## src/rtl/seq_pkg.sv

```systemverilog
// Shared definitions for the sequence counter controller: state encoding,
// default geometry and the derived table index width.
package seq_pkg;

  localparam int unsigned N_ENT_DEF = 8;
  localparam int unsigned W_DEF     = 4;
  localparam int unsigned IW_DEF    = $clog2(N_ENT_DEF);

  typedef enum logic [1:0] {
    IDLE  = 2'd0,
    RUN   = 2'd1,
    PAUSE = 2'd2
  } seq_state_t;

endpackage

```

## src/rtl/seq_tabla.sv

```systemverilog
// Sequence table: N_ENT x W registers, synchronous write, asynchronous read.
// Reset loads each entry with its own index so the default sequence counts up.
module seq_tabla #(
  parameter int unsigned N_ENT = 8,
  parameter int unsigned W     = 4,
  parameter int unsigned IW    = 3
) (
  input  logic          clk,
  input  logic          rst_n,
  input  logic          we,
  input  logic [IW-1:0] wa,
  input  logic [W-1:0]  wd,
  input  logic [IW-1:0] ra,
  output logic [W-1:0]  rd
);

  logic [W-1:0] mem [N_ENT];

  // Table storage: identity load on reset, single-entry write otherwise
  always_ff @(posedge clk or negedge rst_n) begin
    if (!rst_n) begin
      for (int unsigned i = 0; i < N_ENT; i++) begin
        mem[i] <= W'(i);
      end
    end else if (we) begin
      mem[wa] <= wd;
    end
  end

  assign rd = mem[ra];

endmodule

```

## src/rtl/seq_contador_ctrl.sv

```systemverilog
// Table-driven sequence counter with IDLE/RUN/PAUSE control, single-step,
// cyclic or one-shot operation, and write protection while busy.
module seq_contador_ctrl
  import seq_pkg::*;
#(
  parameter int unsigned N_ENT = N_ENT_DEF,
  parameter int unsigned W     = W_DEF
) (
  input  logic                     C,
  input  logic                     RN,
  input  logic                     WE,
  input  logic [$clog2(N_ENT)-1:0] WA,
  input  logic [W-1:0]             WD,
  input  logic [$clog2(N_ENT)-1:0] LEN,
  input  logic                     MODE,
  input  logic                     START,
  input  logic                     STOP,
  input  logic                     STEP,
  output logic [W-1:0]             Q,
  output logic [$clog2(N_ENT)-1:0] IDX,
  output logic                     BUSY,
  output logic                     DONE,
  output logic                     WERR
);

  localparam int unsigned IW = $clog2(N_ENT);

  seq_state_t    state_q, state_d;
  logic [IW-1:0] len_q, len_d;
  logic          mode_q, mode_d;
  logic [IW-1:0] idx_d;
  logic [W-1:0]  q_d;
  logic          done_d, werr_d;
  logic          advance;

  logic          last;
  logic [IW-1:0] nxt_idx;
  logic [IW-1:0] rd_addr;
  logic [W-1:0]  rd_data;
  logic          tbl_we;

  // The single read port always looks at the entry the next move would land
  // on (0 when starting), so Q can load it on the same edge.
  assign last    = (IDX == len_q);
  assign nxt_idx = last ? '0 : IDX + IW'(1);
  assign rd_addr = (state_q == IDLE) ? '0 : nxt_idx;
  assign tbl_we  = WE && (state_q == IDLE);
  assign BUSY    = (state_q != IDLE);

  seq_tabla #(
    .N_ENT (N_ENT),
    .W     (W),
    .IW    (IW)
  ) u_tabla (
    .clk   (C),
    .rst_n (RN),
    .we    (tbl_we),
    .wa    (WA),
    .wd    (WD),
    .ra    (rd_addr),
    .rd    (rd_data)
  );

  // Next-state, next-output and latched-configuration logic
  always_comb begin
    state_d = state_q;
    len_d   = len_q;
    mode_d  = mode_q;
    idx_d   = IDX;
    q_d     = Q;
    done_d  = 1'b0;
    werr_d  = WE && (state_q != IDLE);
    advance = 1'b0;

    case (state_q)
      IDLE: begin
        if (START && !STOP) begin
          len_d   = LEN;
          mode_d  = MODE;
          idx_d   = '0;
          q_d     = rd_data;
          state_d = RUN;
        end
      end
      RUN: begin
        if (STOP) state_d = PAUSE;
        else      advance = 1'b1;
      end
      PAUSE: begin
        if (STOP)       state_d = IDLE;
        else if (START) state_d = RUN;
        else if (STEP)  advance = 1'b1;
      end
      default: state_d = IDLE;
    endcase

    // Shared advance rule for RUN and PAUSE single-step; a one-shot end
    // holds Q/IDX and leaves to IDLE from either state.
    if (advance) begin
      if (last && mode_q) begin
        state_d = IDLE;
        done_d  = 1'b1;
      end else begin
        idx_d = nxt_idx;
        q_d   = rd_data;
      end
    end
  end

  // State, outputs and latched configuration registers
  always_ff @(posedge C or negedge RN) begin
    if (!RN) begin
      state_q <= IDLE;
      len_q   <= '0;
      mode_q  <= 1'b0;
      IDX     <= '0;
      Q       <= '0;
      DONE    <= 1'b0;
      WERR    <= 1'b0;
    end else begin
      state_q <= state_d;
      len_q   <= len_d;
      mode_q  <= mode_d;
      IDX     <= idx_d;
      Q       <= q_d;
      DONE    <= done_d;
      WERR    <= werr_d;
    end
  end

endmodule

```

## config.mk

```make
export PLATFORM = sky130hd
export DESIGN_NAME = seq_contador_ctrl
export DESIGN_NICKNAME = d
export VERILOG_FILES = /design/src/rtl/seq_pkg.sv /design/src/rtl/seq_tabla.sv /design/src/rtl/seq_contador_ctrl.sv
export SDC_FILE = /design/constraint.sdc
export NUM_CORES = 1
export LEC_CHECK = 0
export CAP_MARGIN = 20
export CORE_ASPECT_RATIO = 1.4
export CORE_MARGIN = 1
export CORE_UTILIZATION = 55
export CTS_BUF_LIST = sky130_fd_sc_hd__clkbuf_8
export DETAILED_ROUTE_END_ITERATION = 10
export PLACE_DENSITY = 0.78
export SLEW_MARGIN = 30
export SYNTH_ARGS = -nofsm -noshare
export SYNTH_HDL_FRONTEND = slang
export SYNTH_SLANG_ARGS = --single-unit
```

## constraint.sdc

```tcl
create_clock -name C -period 3.37 [get_ports C]
set_input_delay 0.674 -clock C [delete_from_list [all_inputs] [get_ports C]]
set_output_delay 0.674 -clock C [all_outputs]
set_load 0.05 [all_outputs]
```

==> flow_summary.json <==
{
  "crit_family": "buffers and inverters",
  "leakage_nw": 1.17,
  "ant_nets": 0,
  "cts_buffers": 5,
  "switching_power_mw": 1.06,
  "use_met1_pct": 27.3,
  "multiInputGateArea_sq_um": 1130,
  "maxCapViolations": 0,
  "io_buffers": 26,
  "crit_arrival_ns": 2.14,
  "rrSetupSlack_ns": 1.07,
  "fin_skew_ns": 0.0136,
  "root_buffer": "clkbuf_8",
  "violations": "DRC",
  "synth.area.top_cells": "dfrtp_1 37%, mux2_2 18%, dfstp_2 13%",
  "overflow": 0,
  "switching_share_pct": 39.4,
  "grt-busiest-layer": "met2",
  "use_met2_pct": 43.3,
  "status": "finished with violations",
  "grt_max_degree": 48,
  "grt_pass1_vias": 1713,
  "die_w_um": 57.4,
  "post_cts_buffers": 0,
  "power_density_nw_per_um2": 975,
  "grt_usage_pct": 23.7,
  "cts.sinks": 47,
  "drv_slew": 0,
  "cpMostUsedCell": "inv_1",
  "syn_avg_cell_area_sq_um": 12.5,
  "synth_ff_type": "dfrtp_1",
  "first_iter_violations": 99,
  "crit_path_max_incr_delay_ns": 0.71,
  "synthCells": 190,
  "start_kind": "flip-flop",
  "insertion_delay_ns": 0.30,
  "fin_setup_tns_ns": 0,
  "async_flop_share_pct": 100,
  "die_h_um": 79.6,
  "p_seq_share_pct": 40.1,
  "drive_above_1_share_pct": 30.3,
  "cts_max_level": 2,
  "fin_crit_ns": 2.81,
  "r2r_end": "Q[1]",
  "crit_required_ns": 2.70,
  "yosys_warnings": 0,
  "cts_hold_buf": 0,
  "p_int_mw": 1.64,
  "fin_crit_sh_pct": 83.5,
  "worst_pin_slew_ns": 0.657,
  "regArea_sq_um": 1190,
  "rr_worst_depth": 6,
  "fp-row-count": 27,
  "fill_cells": 292,
  "end_kind": "output pin",
  "cts_resized": 0,
  "p_comb_share_pct": 44.7,
  "antenna_found_initial": 0,
  "hpwl_um": 3700,
  "firstDrtPassIters": 7,
  "setup_viol": 0,
  "clockBufferDepth": 2,
  "ys_ff_latch": 47,
  "rsz0062_at_grt": "no",
  "p_clk_share_pct": 15.2,
  "placed_area_sq_um": 2650,
  "final_area_sq_um": 2770,
  "finalHoldViolCount": 0,
  "cp_slowest_cell": "clkdlybuf4s50_1",
  "syn_to_final_growth_pct": 17.0,
  "wl_per_cell_um": 18.5,
  "use_met3_pct": 3.57,
  "crit_chain": "inv_1 -> ha_1 -> inv_1 -> clkdlybuf4s50_1",
  "ioPinCount": 27,
  "path_class": "reg -> out",
  "synth-edff-count": 0,
  "synth_top_area_share_pct": 37.0,
  "core_area_sq_um": 4020,
  "critical_path.max_fanout": 13,
  "ir_worst_vdd_uv": 424,
  "relSlewSlack_pct": 55.9,
  "vias": 1629,
  "min_path_type": "in -> async",
  "yosysTopAreaCell": "dfrtp_1",
  "syn-num-nets": 212,
  "synth.distinct_cells": 46,
  "final_nets": 242,
  "gp_congestion": 0.916,
  "fmax_ghz": 0.355,
  "cts_tree": "built",
  "startpoint": "state_q[1]",
  "die_area_sq_um": 4570,
  "drc": 5,
  "syn_area_sq_um": 2370,
  "grt_pass1_wl_um": 8060,
  "yosysSeqAreaShare_pct": 50.3,
  "r2r_start": "IDX[0]",
  "wl_um": 4900,
  "path_buf_inv": 3,
  "viasPerCell": 6.17,
  "cts.clk_slew.worst_paths_ns": 0.08,
  "antenna_cells": 0,
  "start_util_pct": 58.9
}
power by group through the flow:
stage | registers (mW) | logic, mW | clock network (mW)
floorplan | 1.14 | 0.835 | 0
global placement | 1.07 | 1.17 | 0
detailed placement | 1.09 | 1.20 | 0
CTS | 1.08 | 1.21 | 0.418
global route | 1.12 | 1.30 | 0.438
finish | 1.08 | 1.21 | 0.410
flip-flops by register name, indices dropped and copies added, names as in the netlist:
name         cells
DONE             1
IDX              3
Q                4
WERR             1
len_q            3
mode_q           1
state_q          2
u_tabla.mem     32
cells in the final DEF, fill, tap and decap left out, types with 4 or more instances in the layout:
cell type / netlist / final
nand2b_1: 4 / 4
clkdlybuf4s50_1: 0 / 25
nor2_1: 10 / 10
a211oi_1: 4 / 4
a21oi_1: 9 / 9
clkbuf_8: 0 / 5
inv_1: 6 / 6
nand2_1: 13 / 13
o21ai_0: 4 / 4
ha_1: 5 / 5
mux2i_1: 5 / 5
dfstp_2: 12 / 12
dfrtp_1: 35 / 35
mux2_2: 37 / 37
layout make-up:
class | count | share of cell area, %
Clock buffer | 5 | 2.49
Clock inverter | 3 | 1.58
Inverter | 6 | 0.813
Multi-Input combinational cell | 134 | 40.8
Sequential cell | 47 | 43.0
Tap cell | 43 | 1.94
Timing Repair Buffer | 26 | 9.31
cells by family (layout without fill, tap and decap cells):
family / Yosys count / count (layout) / share of synthesized area [%]
buffers and inverters: 9 / 40 / 1.85
and+or+nand+nor: 41 / 41 / 8.46
adders and majority gates: 5 / 5 / 2.64
AOI/OAI and AO/OA: 40 / 40 / 14.4
muxes: 42 / 42 / 19.7
DFF: 47 / 47 / 50.3
xor gates and xnor gates: 6 / 6 / 2.54
stage by stage:
stage	utilization, %	hold WS, ns	worst slack [ns]	total power, mW	cells
finish	68.9	0.370	0.556	2.70	264
CTS	68.8	0.514	0.548	2.71	264
floorplan	-	0.378	1.20	1.97	190
detailed placement	66.0	0.492	0.735	2.29	256
global route	68.9	0.410	0.413	2.86	264
global placement	66.0	0.486	0.849	2.24	256
routing by layer:
layer / vias up / part of all wire (%)
li1: 762 / -
met1: 827 / 41
met2: 34 / 55
met3: 6 / 2.6
met4: 0 / 1.3
met5: - / 0
worst max-delay path by stage:
stage / endpoint / slack, ns / cells past startpoint
final: BUSY / 0.56 / 4
after global routing: BUSY / 0.41 / 4
after CTS: BUSY / 0.55 / 4
after detailed placement: Q[2] / 0.73 / 6
after global placement: Q[2] / 0.85 / 6
after floorplan: Q[2] / 1.20 / 6
Yosys cell counts, types with 2 or more instances:
master,n
xor2_1,2
a311oi_1,2
mux2i_1,5
nand2_1,13
nor2b_1,2
nor3_1,2
nand2b_1,4
mux2_2,37
a221o_1,2
inv_1,6
dfrtp_1,35
a22oi_1,2
a221oi_1,2
ha_1,5
dfstp_2,12
nand3_1,2
xnor2_1,3
o21ai_0,4
or3_1,2
buf_2,2
a211oi_1,4
nor2_1,10
a21oi_1,9
Power figures use the tool's default switching activity.
